File: src/rtl/noc_interface_param_if.sv
// noc_interface_param_if
//   Bundles the CPU memory-mapped port and both router handshake channels
//   of the NoC endpoint.
//   CPU side   : addr_cpu, data_out_cpu (write data), data_in_cpu (read data),
//                write_en_cpu, read_en_cpu
//   Router TX  : tx_flit, tx_valid, tx_ready
//   Router RX  : rx_flit, rx_valid, rx_ready
//   Status/irq : status, irq
//   modport slave is the endpoint itself; master is the CPU/router environment.
interface noc_interface_param_if #(
    parameter int unsigned DATA_W = 32,
    parameter int unsigned IDX_W  = 32
);
    logic [31:0]             addr_cpu;
    logic [31:0]             data_out_cpu;
    logic [31:0]             data_in_cpu;
    logic                    write_en_cpu;
    logic                    read_en_cpu;
    logic [IDX_W+DATA_W-1:0] tx_flit;
    logic                    tx_valid;
    logic                    tx_ready;
    logic [IDX_W+DATA_W-1:0] rx_flit;
    logic                    rx_valid;
    logic                    rx_ready;
    logic [31:0]             status;
    logic                    irq;

    modport master (
        output addr_cpu, data_out_cpu, write_en_cpu, read_en_cpu,
        output tx_ready, rx_flit, rx_valid,
        input  data_in_cpu, tx_flit, tx_valid, rx_ready, status, irq
    );

    modport slave (
        input  addr_cpu, data_out_cpu, write_en_cpu, read_en_cpu,
        input  tx_ready, rx_flit, rx_valid,
        output data_in_cpu, tx_flit, tx_valid, rx_ready, status, irq
    );
endinterface

File: src/rtl/noc_interface_param.sv
// noc_interface_param
//   CPU-to-router network endpoint. Outbound {index, payload} flits are queued
//   in a TX FIFO, inbound flits in an RX FIFO. A four-word register window
//   (addr_cpu[3:2]) gives access to the TX index / RX head index (0),
//   TX push / last RX payload (1), STATUS with W1C sticky errors (2) and
//   CTRL interrupt enables (3).
//   Ports:
//     clk    : single clock, rising edge
//     rst_n  : asynchronous active-low reset
//     bus    : noc_interface_param_if.slave (CPU port, router TX/RX, status, irq)
module noc_interface_param #(
    parameter int unsigned DATA_W    = 32,
    parameter int unsigned IDX_W     = 32,
    parameter int unsigned TX_DEPTH  = 16,
    parameter int unsigned RX_DEPTH  = 16,
    parameter int unsigned TX_THRESH = 12,
    parameter int unsigned RX_THRESH = 4
) (
    input  logic                    clk,
    input  logic                    rst_n,
    noc_interface_param_if.slave    bus
);
    localparam int unsigned FLIT_W = IDX_W + DATA_W;
    localparam int unsigned TX_AW  = $clog2(TX_DEPTH);
    localparam int unsigned RX_AW  = $clog2(RX_DEPTH);
    localparam int unsigned TX_CW  = TX_AW + 1;
    localparam int unsigned RX_CW  = RX_AW + 1;

    // Storage and state
    logic [FLIT_W-1:0] tx_mem_q [TX_DEPTH];
    logic [FLIT_W-1:0] rx_mem_q [RX_DEPTH];
    logic [TX_AW-1:0]  tx_wr_q, tx_rd_q;
    logic [RX_AW-1:0]  rx_wr_q, rx_rd_q;
    logic [TX_CW-1:0]  tx_cnt_q, tx_cnt_d;
    logic [RX_CW-1:0]  rx_cnt_q, rx_cnt_d;
    logic [IDX_W-1:0]  tx_index_q;
    logic [DATA_W-1:0] rx_data_q;
    logic [2:0]        ctrl_q;
    logic              tx_ovf_q, tx_ovf_d;
    logic              rx_udf_q, rx_udf_d;
    logic              irq_q, irq_d;

    // Decode
    logic [1:0]  reg_sel;
    logic        tx_full, tx_empty, tx_thresh;
    logic        rx_full, rx_empty, rx_thresh;
    logic        tx_push_req, tx_push, tx_pop, tx_ovf_evt;
    logic        rx_pop_req, rx_pop, rx_push, rx_udf_evt;
    logic        w1c_wr;
    logic [FLIT_W-1:0] rx_head;
    logic [31:0] status_w;
    logic [31:0] rd_data;

    assign reg_sel   = bus.addr_cpu[3:2];

    assign tx_full   = (tx_cnt_q == TX_CW'(TX_DEPTH));
    assign tx_empty  = (tx_cnt_q == '0);
    assign tx_thresh = (32'(tx_cnt_q) >= TX_THRESH);
    assign rx_full   = (rx_cnt_q == RX_CW'(RX_DEPTH));
    assign rx_empty  = (rx_cnt_q == '0);
    assign rx_thresh = (32'(rx_cnt_q) >= RX_THRESH);

    // A pop on the same edge frees the slot, so a push into a full TX FIFO
    // still lands when the router drains concurrently.
    assign tx_push_req = bus.write_en_cpu && (reg_sel == 2'd1);
    assign tx_pop      = !tx_empty && bus.tx_ready;
    assign tx_push     = tx_push_req && (!tx_full || tx_pop);
    assign tx_ovf_evt  = tx_push_req && tx_full && !tx_pop;

    // An RX push on an empty FIFO cannot satisfy a same-cycle pop.
    assign rx_pop_req  = bus.read_en_cpu && (reg_sel == 2'd0);
    assign rx_pop      = rx_pop_req && !rx_empty;
    assign rx_udf_evt  = rx_pop_req && rx_empty;
    assign rx_push     = bus.rx_valid && !rx_full;

    assign w1c_wr      = bus.write_en_cpu && (reg_sel == 2'd2);

    assign rx_head     = rx_mem_q[rx_rd_q];

    assign status_w = {8'h00, 8'(rx_cnt_q), 8'(tx_cnt_q),
                       rx_udf_q, rx_thresh, rx_empty, rx_full,
                       tx_ovf_q, tx_thresh, tx_empty, tx_full};

    always_comb begin
        tx_cnt_d = tx_cnt_q;
        if (tx_push && !tx_pop)
            tx_cnt_d = tx_cnt_q + TX_CW'(1);
        else if (!tx_push && tx_pop)
            tx_cnt_d = tx_cnt_q - TX_CW'(1);

        rx_cnt_d = rx_cnt_q;
        if (rx_push && !rx_pop)
            rx_cnt_d = rx_cnt_q + RX_CW'(1);
        else if (!rx_push && rx_pop)
            rx_cnt_d = rx_cnt_q - RX_CW'(1);

        // New error events take priority over a W1C clear in the same cycle.
        tx_ovf_d = tx_ovf_evt || (tx_ovf_q && !(w1c_wr && bus.data_out_cpu[3]));
        rx_udf_d = rx_udf_evt || (rx_udf_q && !(w1c_wr && bus.data_out_cpu[7]));

        irq_d = (ctrl_q[0] && !rx_empty) ||
                (ctrl_q[1] && rx_thresh) ||
                (ctrl_q[2] && (tx_ovf_q || rx_udf_q));
    end

    always_comb begin
        rd_data = '0;
        if (bus.read_en_cpu) begin
            case (reg_sel)
                2'd0: if (!rx_empty) rd_data = 32'(rx_head[FLIT_W-1:DATA_W]);
                2'd1: rd_data = 32'(rx_data_q);
                2'd2: rd_data = status_w;
                default: rd_data = {29'b0, ctrl_q};
            endcase
        end
    end

    // FIFO storage carries no reset; validity is tracked by the counters.
    always_ff @(posedge clk) begin
        if (tx_push)
            tx_mem_q[tx_wr_q] <= {tx_index_q, bus.data_out_cpu[DATA_W-1:0]};
        if (rx_push)
            rx_mem_q[rx_wr_q] <= bus.rx_flit;
    end

    always_ff @(posedge clk or negedge rst_n) begin
        if (!rst_n) begin
            tx_wr_q    <= '0;
            tx_rd_q    <= '0;
            tx_cnt_q   <= '0;
            rx_wr_q    <= '0;
            rx_rd_q    <= '0;
            rx_cnt_q   <= '0;
            tx_index_q <= '0;
            rx_data_q  <= '0;
            ctrl_q     <= '0;
            tx_ovf_q   <= 1'b0;
            rx_udf_q   <= 1'b0;
            irq_q      <= 1'b0;
        end else begin
            if (tx_push) tx_wr_q <= tx_wr_q + TX_AW'(1);
            if (tx_pop)  tx_rd_q <= tx_rd_q + TX_AW'(1);
            if (rx_push) rx_wr_q <= rx_wr_q + RX_AW'(1);
            if (rx_pop) begin
                rx_rd_q   <= rx_rd_q + RX_AW'(1);
                rx_data_q <= rx_head[DATA_W-1:0];
            end
            tx_cnt_q <= tx_cnt_d;
            rx_cnt_q <= rx_cnt_d;
            if (bus.write_en_cpu && (reg_sel == 2'd0))
                tx_index_q <= IDX_W'(bus.data_out_cpu);
            if (bus.write_en_cpu && (reg_sel == 2'd3))
                ctrl_q <= bus.data_out_cpu[2:0];
            tx_ovf_q <= tx_ovf_d;
            rx_udf_q <= rx_udf_d;
            irq_q    <= irq_d;
        end
    end

    assign bus.tx_flit     = tx_mem_q[tx_rd_q];
    assign bus.tx_valid    = !tx_empty;
    assign bus.rx_ready    = !rx_full;
    assign bus.status      = status_w;
    assign bus.irq         = irq_q;
    assign bus.data_in_cpu = rd_data;

    // Address bits outside the word select are not decoded.
    logic unused_addr_bits;
    assign unused_addr_bits = ^{bus.addr_cpu[31:4], bus.addr_cpu[1:0]};
endmodule
File: src/flat_wrapper.sv
// flat-port wrapper written by rule: the top's interface ports become plain ports
module noc_interface_param_flat 
#(
    parameter int unsigned DATA_W    = 32,
    parameter int unsigned IDX_W     = 32,
    parameter int unsigned TX_DEPTH  = 16,
    parameter int unsigned RX_DEPTH  = 16,
    parameter int unsigned TX_THRESH = 12,
    parameter int unsigned RX_THRESH = 4
)
  (clk, rst_n, bus_addr_cpu, bus_data_out_cpu, bus_write_en_cpu, bus_read_en_cpu, bus_tx_ready, bus_rx_flit, bus_rx_valid, bus_data_in_cpu, bus_tx_flit, bus_tx_valid, bus_rx_ready, bus_status, bus_irq);
  noc_interface_param_if #(.DATA_W(DATA_W), .IDX_W(IDX_W)) bus_i ();
  input  logic clk;
  input  logic rst_n;
  input wire logic [$bits(bus_i.addr_cpu)-1:0] bus_addr_cpu;
  input wire logic [$bits(bus_i.data_out_cpu)-1:0] bus_data_out_cpu;
  input wire logic [$bits(bus_i.write_en_cpu)-1:0] bus_write_en_cpu;
  input wire logic [$bits(bus_i.read_en_cpu)-1:0] bus_read_en_cpu;
  input wire logic [$bits(bus_i.tx_ready)-1:0] bus_tx_ready;
  input wire logic [$bits(bus_i.rx_flit)-1:0] bus_rx_flit;
  input wire logic [$bits(bus_i.rx_valid)-1:0] bus_rx_valid;
  output wire logic [$bits(bus_i.data_in_cpu)-1:0] bus_data_in_cpu;
  output wire logic [$bits(bus_i.tx_flit)-1:0] bus_tx_flit;
  output wire logic [$bits(bus_i.tx_valid)-1:0] bus_tx_valid;
  output wire logic [$bits(bus_i.rx_ready)-1:0] bus_rx_ready;
  output wire logic [$bits(bus_i.status)-1:0] bus_status;
  output wire logic [$bits(bus_i.irq)-1:0] bus_irq;
  assign bus_i.addr_cpu = bus_addr_cpu;
  assign bus_i.data_out_cpu = bus_data_out_cpu;
  assign bus_i.write_en_cpu = bus_write_en_cpu;
  assign bus_i.read_en_cpu = bus_read_en_cpu;
  assign bus_i.tx_ready = bus_tx_ready;
  assign bus_i.rx_flit = bus_rx_flit;
  assign bus_i.rx_valid = bus_rx_valid;
  assign bus_data_in_cpu = bus_i.data_in_cpu;
  assign bus_tx_flit = bus_i.tx_flit;
  assign bus_tx_valid = bus_i.tx_valid;
  assign bus_rx_ready = bus_i.rx_ready;
  assign bus_status = bus_i.status;
  assign bus_irq = bus_i.irq;
  noc_interface_param #(.DATA_W(DATA_W), .IDX_W(IDX_W), .TX_DEPTH(TX_DEPTH), .RX_DEPTH(RX_DEPTH), .TX_THRESH(TX_THRESH), .RX_THRESH(RX_THRESH)) u_core (.clk(clk), .rst_n(rst_n), .bus(bus_i));
endmodule
File: config.mk
export PLATFORM = sky130hd
export DESIGN_NAME = noc_interface_param_flat
export DESIGN_NICKNAME = d
export VERILOG_FILES = /design/src/rtl/noc_interface_param_if.sv /design/src/rtl/noc_interface_param.sv /design/src/flat_wrapper.sv
export SDC_FILE = /design/constraint.sdc
export NUM_CORES = 2
export LEC_CHECK = 0
export ABC_CLOCK_PERIOD_IN_PS = 16100
export BUFFER_PORTS_ARGS = -buffer_cell sky130_fd_sc_hd__buf_2
export CORE_ASPECT_RATIO = 1.4
export CORE_MARGIN = 4
export CORE_UTILIZATION = 60
export CTS_CLUSTER_DIAMETER = 200
export CTS_CLUSTER_SIZE = 14
export DETAILED_ROUTE_END_ITERATION = 10
export GPL_ROUTABILITY_DRIVEN = 0
export PLACE_DENSITY = 0.76
export SYNTH_ARGS = -nofsm -noshare
export SYNTH_HDL_FRONTEND = slang
export SYNTH_SLANG_ARGS = --single-unit
File: constraint.sdc
create_clock -name clk -period 16.1 [get_ports clk]
set_input_delay 0.805 -clock clk [delete_from_list [all_inputs] [get_ports clk]]
set_output_delay 0.805 -clock clk [all_outputs]
set_load 0.02 [all_outputs]
== Word-level counts from Yosys, hierarchy flattened ==
Memory sizes are Yosys's and may differ from the RTL's.
Index checks and enable logic that the tools add are counted.

* Logic and storage cells: 84
* Output and inout bits: 131
* Memories kept: 2
* Bits in writable memories: 2,048
* Register bits after elaboration: 96

{| class="wikitable"
|+ Memories
! name !! words !! width !! read ports !! clocked after memory_dff !! wr ports !! RTL line !! RTL
|-
| u_core.rx_mem_q || 16 || 64 || 1 || 0 || 1 || noc_interface_param.sv:31 || <nowiki>logic [FLIT_W-1:0] rx_mem_q [RX_DEPTH];</nowiki>
|-
| u_core.tx_mem_q || 16 || 64 || 1 || 0 || 1 || noc_interface_param.sv:30 || <nowiki>logic [FLIT_W-1:0] tx_mem_q [TX_DEPTH];</nowiki>
|}

* Reductions and logical operators: 44
* $lt $le $gt $ge: 2
* Multiplexer cells: 11
* Equal/unequal tests: 5
* Add/sub/neg operators: 8

{| class="wikitable"
|+ Operators with widths
! kind !! number
|-
| one-hot mux 32 bit (3 select lines) || 1
|-
| two-way mux 32 bit || 2
|-
| logical AND 1 bit || 23
|-
| two-way mux 5 bit || 4
|-
| adder 4 x 1 -> 4 bit, second input constant || 4
|-
| adder 5 x 1 -> 5 bit, second input constant || 2
|-
| == test 5 bit, second input constant || 2
|-
| zero test 1 bit || 10
|-
| zero test 5 bit || 2
|-
| subtractor 5 x 1 -> 5 bit, second input constant || 2
|-
| logical OR 1 bit || 6
|-
| >= comparator 5 x 3 -> 1 bit, second input constant || 1
|-
| >= comparator 5 x 4 -> 1 bit, second input constant || 1
|-
| == test 2 bit, second input constant || 2
|-
| two-way mux 1 bit || 4
|-
| nonzero test 2 bit || 2
|-
| == test 2 x 1 -> 1 bit, second input constant || 1
|-
| zero test 2 bit || 1
|}

== Depth between registers and ports, before layout ==
* Depth after elaboration: 9
* Depth in mapped cells: 14
* Depth with buffers taken out: 12

== Least setup slack after synthesis ==
No wires, ideal clock.

* Path kind: input to register
* Start: input bus_addr_cpu[2]
* End: memory u_core.tx_mem_q[3][0] in the netlist's numbering (enable)
* Required time: 15.535 ns
* Cell stages on the path: 6
* Buffers on the path: 2
* Data arrival time: 6.098 ns
* Path slack: 9.437 ns
* Setup time: 0.565 ns
* Path through: nor2b_1 -> clkbuf_1 -> o211a_1 -> clkbuf_1 -> nand2_1 -> nor3_1

* Cells in the longest elaborated chain, start to end: 5

{| class="wikitable"
|+ RTL lines
! what !! RTL line !! RTL
|-
| start: declaration || flat_wrapper.sv:15 || <nowiki>input wire logic [$bits(bus_i.addr_cpu)-1:0] bus_addr_cpu;</nowiki>
|-
| == test 2 x 1 -> 1 bit || noc_interface_param.sv:65 || <nowiki>assign tx_push_req = bus.write_en_cpu && (reg_sel == 2'd1);</nowiki>
|-
| logical AND 1 bit || noc_interface_param.sv:65 ||
|-
| logical AND 1 bit || noc_interface_param.sv:67 || <nowiki>assign tx_push = tx_push_req && (!tx_full || tx_pop);</nowiki>
|-
| via u_core.tx_push || noc_interface_param.sv:47 || <nowiki>logic tx_push_req, tx_push, tx_pop, tx_ovf_evt;</nowiki>
|-
| two-way mux 1 bit || noc_interface_param.sv:120 || <nowiki>if (tx_push)</nowiki>
|-
| two-way mux 1 bit (implied by the code) || noc_interface_param.sv:121 || <nowiki>tx_mem_q[tx_wr_q] <= {tx_index_q, bus.data_out_cpu[DATA_W-1:0]};</nowiki>
|-
| end: declaration || noc_interface_param.sv:30 ||
|}

The timed path passes the listed nets, and every way through them passes these cells.

== Worst setup path in the final report ==
* Start: register u_core.rx_rd_q[1]
* End: output bus_data_in_cpu[27]

* Cells in the longest elaborated chain, start to end: 4

{| class="wikitable"
|+ RTL lines
! what !! RTL line !! RTL
|-
| start: declaration || noc_interface_param.sv:33 || <nowiki>logic [RX_AW-1:0] rx_wr_q, rx_rd_q;</nowiki>
|-
| start signal: assignment || noc_interface_param.sv:145 || <nowiki>rx_rd_q <= rx_rd_q + RX_AW'(1);</nowiki>
|-
| memory (16 x 64 bit) || - ||
|-
| two-way mux 32 bit || noc_interface_param.sv:110 || <nowiki>2'd0: if (!rx_empty) rd_data = 32'(rx_head[FLIT_W-1:DATA_W]);</nowiki>
|-
| one-hot mux 32 bit (3 select lines) || noc_interface_param.sv:109 || <nowiki>case (reg_sel)</nowiki>
|-
| two-way mux 32 bit || noc_interface_param.sv:108 || <nowiki>if (bus.read_en_cpu) begin</nowiki>
|-
| end: declaration || flat_wrapper.sv:22 || <nowiki>output wire logic [$bits(bus_i.data_in_cpu)-1:0] bus_data_in_cpu;</nowiki>
|}

No other way between the ends.

==> impl_results.md <==
* Final Worst Setup Slack at between 9 and 10 ns
* Setup CP Type: flop to output pin
* Initial Util at 60.4%
* WL final at 190,000 µm
* Total leakage power at 28.5 nW
* Relative slew margins at 18.8%
* XOR/XNOR share of the synthesized area at 0.235%
* Syn Area/Cell at between 20 and 25 µm²
* Share of the synthesized area in the top cell type at ~75%
* Worst skew pair latency at 0.81 ns
* R2R Setup Slk at 11.85 ns
* Setup TNS at 0 ns
* DP Worst Slack at 10.42 ns
* Max Root-Sink Buffers at 3
* Commonest non-fill, non-tap cell in the layout: edfxtp_1
* TritonCTS clock tree: done
* Final Hold Viols at 0
* Setup crit start kind: flop
* Ports at 265
* Synth Area in Simple Gates at 1.10%
* Post-DRT Antenna Nets at 0
* Hold path cells at 4
* Final Setup Violations at 0
* Status: finished, final reports clean
* Worst path arrival time at roughly 5.6 ns
* Worst r2r dst: u_core.rx_data_q[9]$_DFFE_PN0P_
* Vias per cell at between 6 and 7
* Clk slew on worst S/H paths at ~0.070 ns
* R2R cell count at 5
* Final period util at 39.5%
* Non-Filler Instances at between 5,000 and 6,000
* Worst setup path end: bus_data_in_cpu[27]
* Synth Area in Compound Gates at 1.04%
* Multi-input logic area at between 0.015 and 0.02 mm²
* Clock root cell: clkbuf_16
* Worst endpoint required time at between 15 and 20 ns
* Vias in the first global route at approximately 39,000
* FFs w/ async S/R, synth at 4.48%
* RSZ-0062 raised after global routing: no
* Adder-cell area share of the yosys netlist at 0.324%
* Clock skew at 0.0234 ns
* Max-slew violations at 0
* # resized after CTS at 0
* Cells taking the most area after synthesis: edfxtp_1, mux4_2, dfrtp_1
* Achievable Freq at 157 MHz
* Main combinational cell family by area after synthesis: multiplexers
* CTS sink count at 2,144
* Post-synthesis mux area share at 18.0%
* Max_cap viols at 0
* Post-Syn Area at a little over 0.08 mm²
* Area added between synthesis and finish at 10.0%
* # nets final at 3,873
* Worst Hold Slack at ~0.36 ns
* Leading area contributor after synthesis: edfxtp_1
* Post-synth EDFFs at ~2,000
* Die Wd at around 320 µm
* Detailed Place HPWL at 99,800 µm
* Cells after DPL at 5,327
* H-tree depth at 4
* Via count at between 30,000 and 40,000
* Commonest non-fill, non-tap cells in the layout: edfxtp_1, mux4_2, buf_2
* Ys flop type: edfxtp_1
* Syn. warnings at 0
* Final Power at 15.0 mW
* # rows at 160
* Port bufs at 220
* DRC Markers at 0
* Min-delay src: bus_write_en_cpu
* Share of layout cells above drive strength 1 at between 30 and 40%
* Largest net degree at the start of global routing at 156
* Worst Setup SP: u_core.rx_rd_q[1]$_DFFE_PN0P_
* Die Span Y at 445 µm
* Total congestion overflow at 0
* Min cycle time layout at 6.37 ns
* Crit. End Element: output pin
* Cells after Synth at 3,443
* HP Class: input pin to flop
* Synth cell types at 47
* P per Cell Area at approximately 170 mW/mm²
* Core ar. at roughly 0.14 mm²
* Fillers at 8,174
* Worst Tran Pin Value at 1.22 ns
* GRT Overall Usage at 27.1%
* Routed len/inst at approximately 34 µm
* Worst r2r src: u_core.rx_rd_q[1]$_DFFE_PN0P_
* FF+latch area at 0.0639 mm²
* Sequential-to-total area share from yosys stat at 78.0%
* Flops & latches, synth at 2,144
* Initial antenna violation count at 27
* Max Fanout on Critical Path at 46
* CTS Buf Count at 171
* First-pass GRT wire length at 277,000 µm
* DR pass1 iterations at 5
* VDD IR-drop max at 0.129 mV
* Die Area at 0.143 mm²
* Iter 0 DRT Violations at 4,570
[power by group]
group	total, mW	internal, mW	switching, mW
registers	7.08	6.60	0.476
clock network	3.87	2.01	1.86
logic	4.04	1.94	2.10
[through the flow]
step / utilization [%] / area [µm²]
after global placement: 62.8 / 85200
final: 66.5 / 90200
after detailed placement: 62.8 / 85200
after CTS: 66.4 / 90200
after floorplan: - / 82000
after global routing: 66.4 / 90200
[cells in the mapped netlist, types with 3 or more instances]
cell type	number
edfxtp_1	2048
mux4_2	606
nand2_1	125
dfrtp_1	96
clkbuf_1	85
buf_2	66
a21oi_1	49
mux2_2	40
mux2_4	32
nor2_1	29
o21ai_0	29
a22o_1	27
buf_4	27
buf_1	20
mux2i_1	19
ha_1	18
xnor2_1	17
nor2b_1	14
a211oi_1	13
inv_1	11
nor3_1	10
and2_1	6
a21o_1	5
nand2b_1	5
nand3_1	5
xor2_1	5
buf_6	4
nand4_1	4
a31oi_1	3
buf_8	3
nand3b_1	3
o211ai_1	3
[critical path: stages, from the launching register on]
cell	delay, ns
dfrtp_4	0.85
buf_4	0.60
buf_4	0.77
buf_4	0.87
mux4_2	0.37
nand2_1	0.06
a21oi_1	0.16
a21oi_1	0.07
o21ai_0	0.57
buf_2	0.29
[layout make-up]
type,count,share of cell area (%)
Antenna cell,17,0.0472
Clock buffer,286,5.25
Clock inverter,15,0.228
Inverter,12,0.0499
Multi-Input combinational cell,1094,19.1
Sequential cell,2144,70.9
Tap cell,1782,2.47
Timing Repair Buffer,296,1.93
[how the worst min path moves through the flow]
stage | slack, ns | endpoint
5_1_grt | 0.34 | u_core.rx_mem_q[5][40]$_DFFE_PP_
3_5_place_dp | 0.49 | u_core.rx_data_q[22]$_DFFE_PN0P_
2_1_floorplan | 0.48 | u_core.rx_data_q[0]$_DFFE_PN0P_
6_report | 0.36 | u_core.tx_ovf_q$_DFF_PN0_
4_1_cts | 0.28 | u_core.tx_ovf_q$_DFF_PN0_
3_3_place_gp | 0.50 | u_core.rx_data_q[28]$_DFFE_PN0P_
[registers in the layout, summed over array words and instances (netlist names)]
name               flops
u_core.tx_mem_q     1024
u_core.ctrl_q          3
u_core.rx_cnt_q        5
u_core.tx_wr_q         4
u_core.tx_index_q     32
u_core.rx_data_q      32
u_core.rx_udf_q        1
u_core.tx_ovf_q        1
u_core.rx_wr_q         4
u_core.rx_mem_q     1024
u_core.tx_cnt_q        5
u_core.bus.irq         1
u_core.rx_rd_q         4
u_core.tx_rd_q         4
[per-layer routing]
layer  vias to the layer above  track usage [%]  share of wire (%)
li1                      15100                -                  -
met2                      2101             47.1                 53
met3                       400             5.23                8.6
met1                     20200             34.0                 34
met4                        22             11.2                4.2
met5                         -                0              0.068
[logic make-up (layout without fill, tap and decap cells)]
| logic type | Yosys count | count (layout) |
|---|---|---|
| flip-flops | 2144 | 2144 |
| other | 1 | 31 |
| AND/OR/NAND/NOR | 206 | 206 |
| AO/OA/AOI/OAI | 135 | 135 |
| XOR/XNOR | 22 | 22 |
| adder cells (fa/ha/maj) | 20 | 20 |
| buffers and inverters | 218 | 609 |
| multiplexers | 697 | 697 |
[timing repair]
action,in CTS,in global routing
hold buffers,1,0
setup buffers,0,0
endpoints found under the hold margin,49,0
Power figures use the tool's default switching activity.
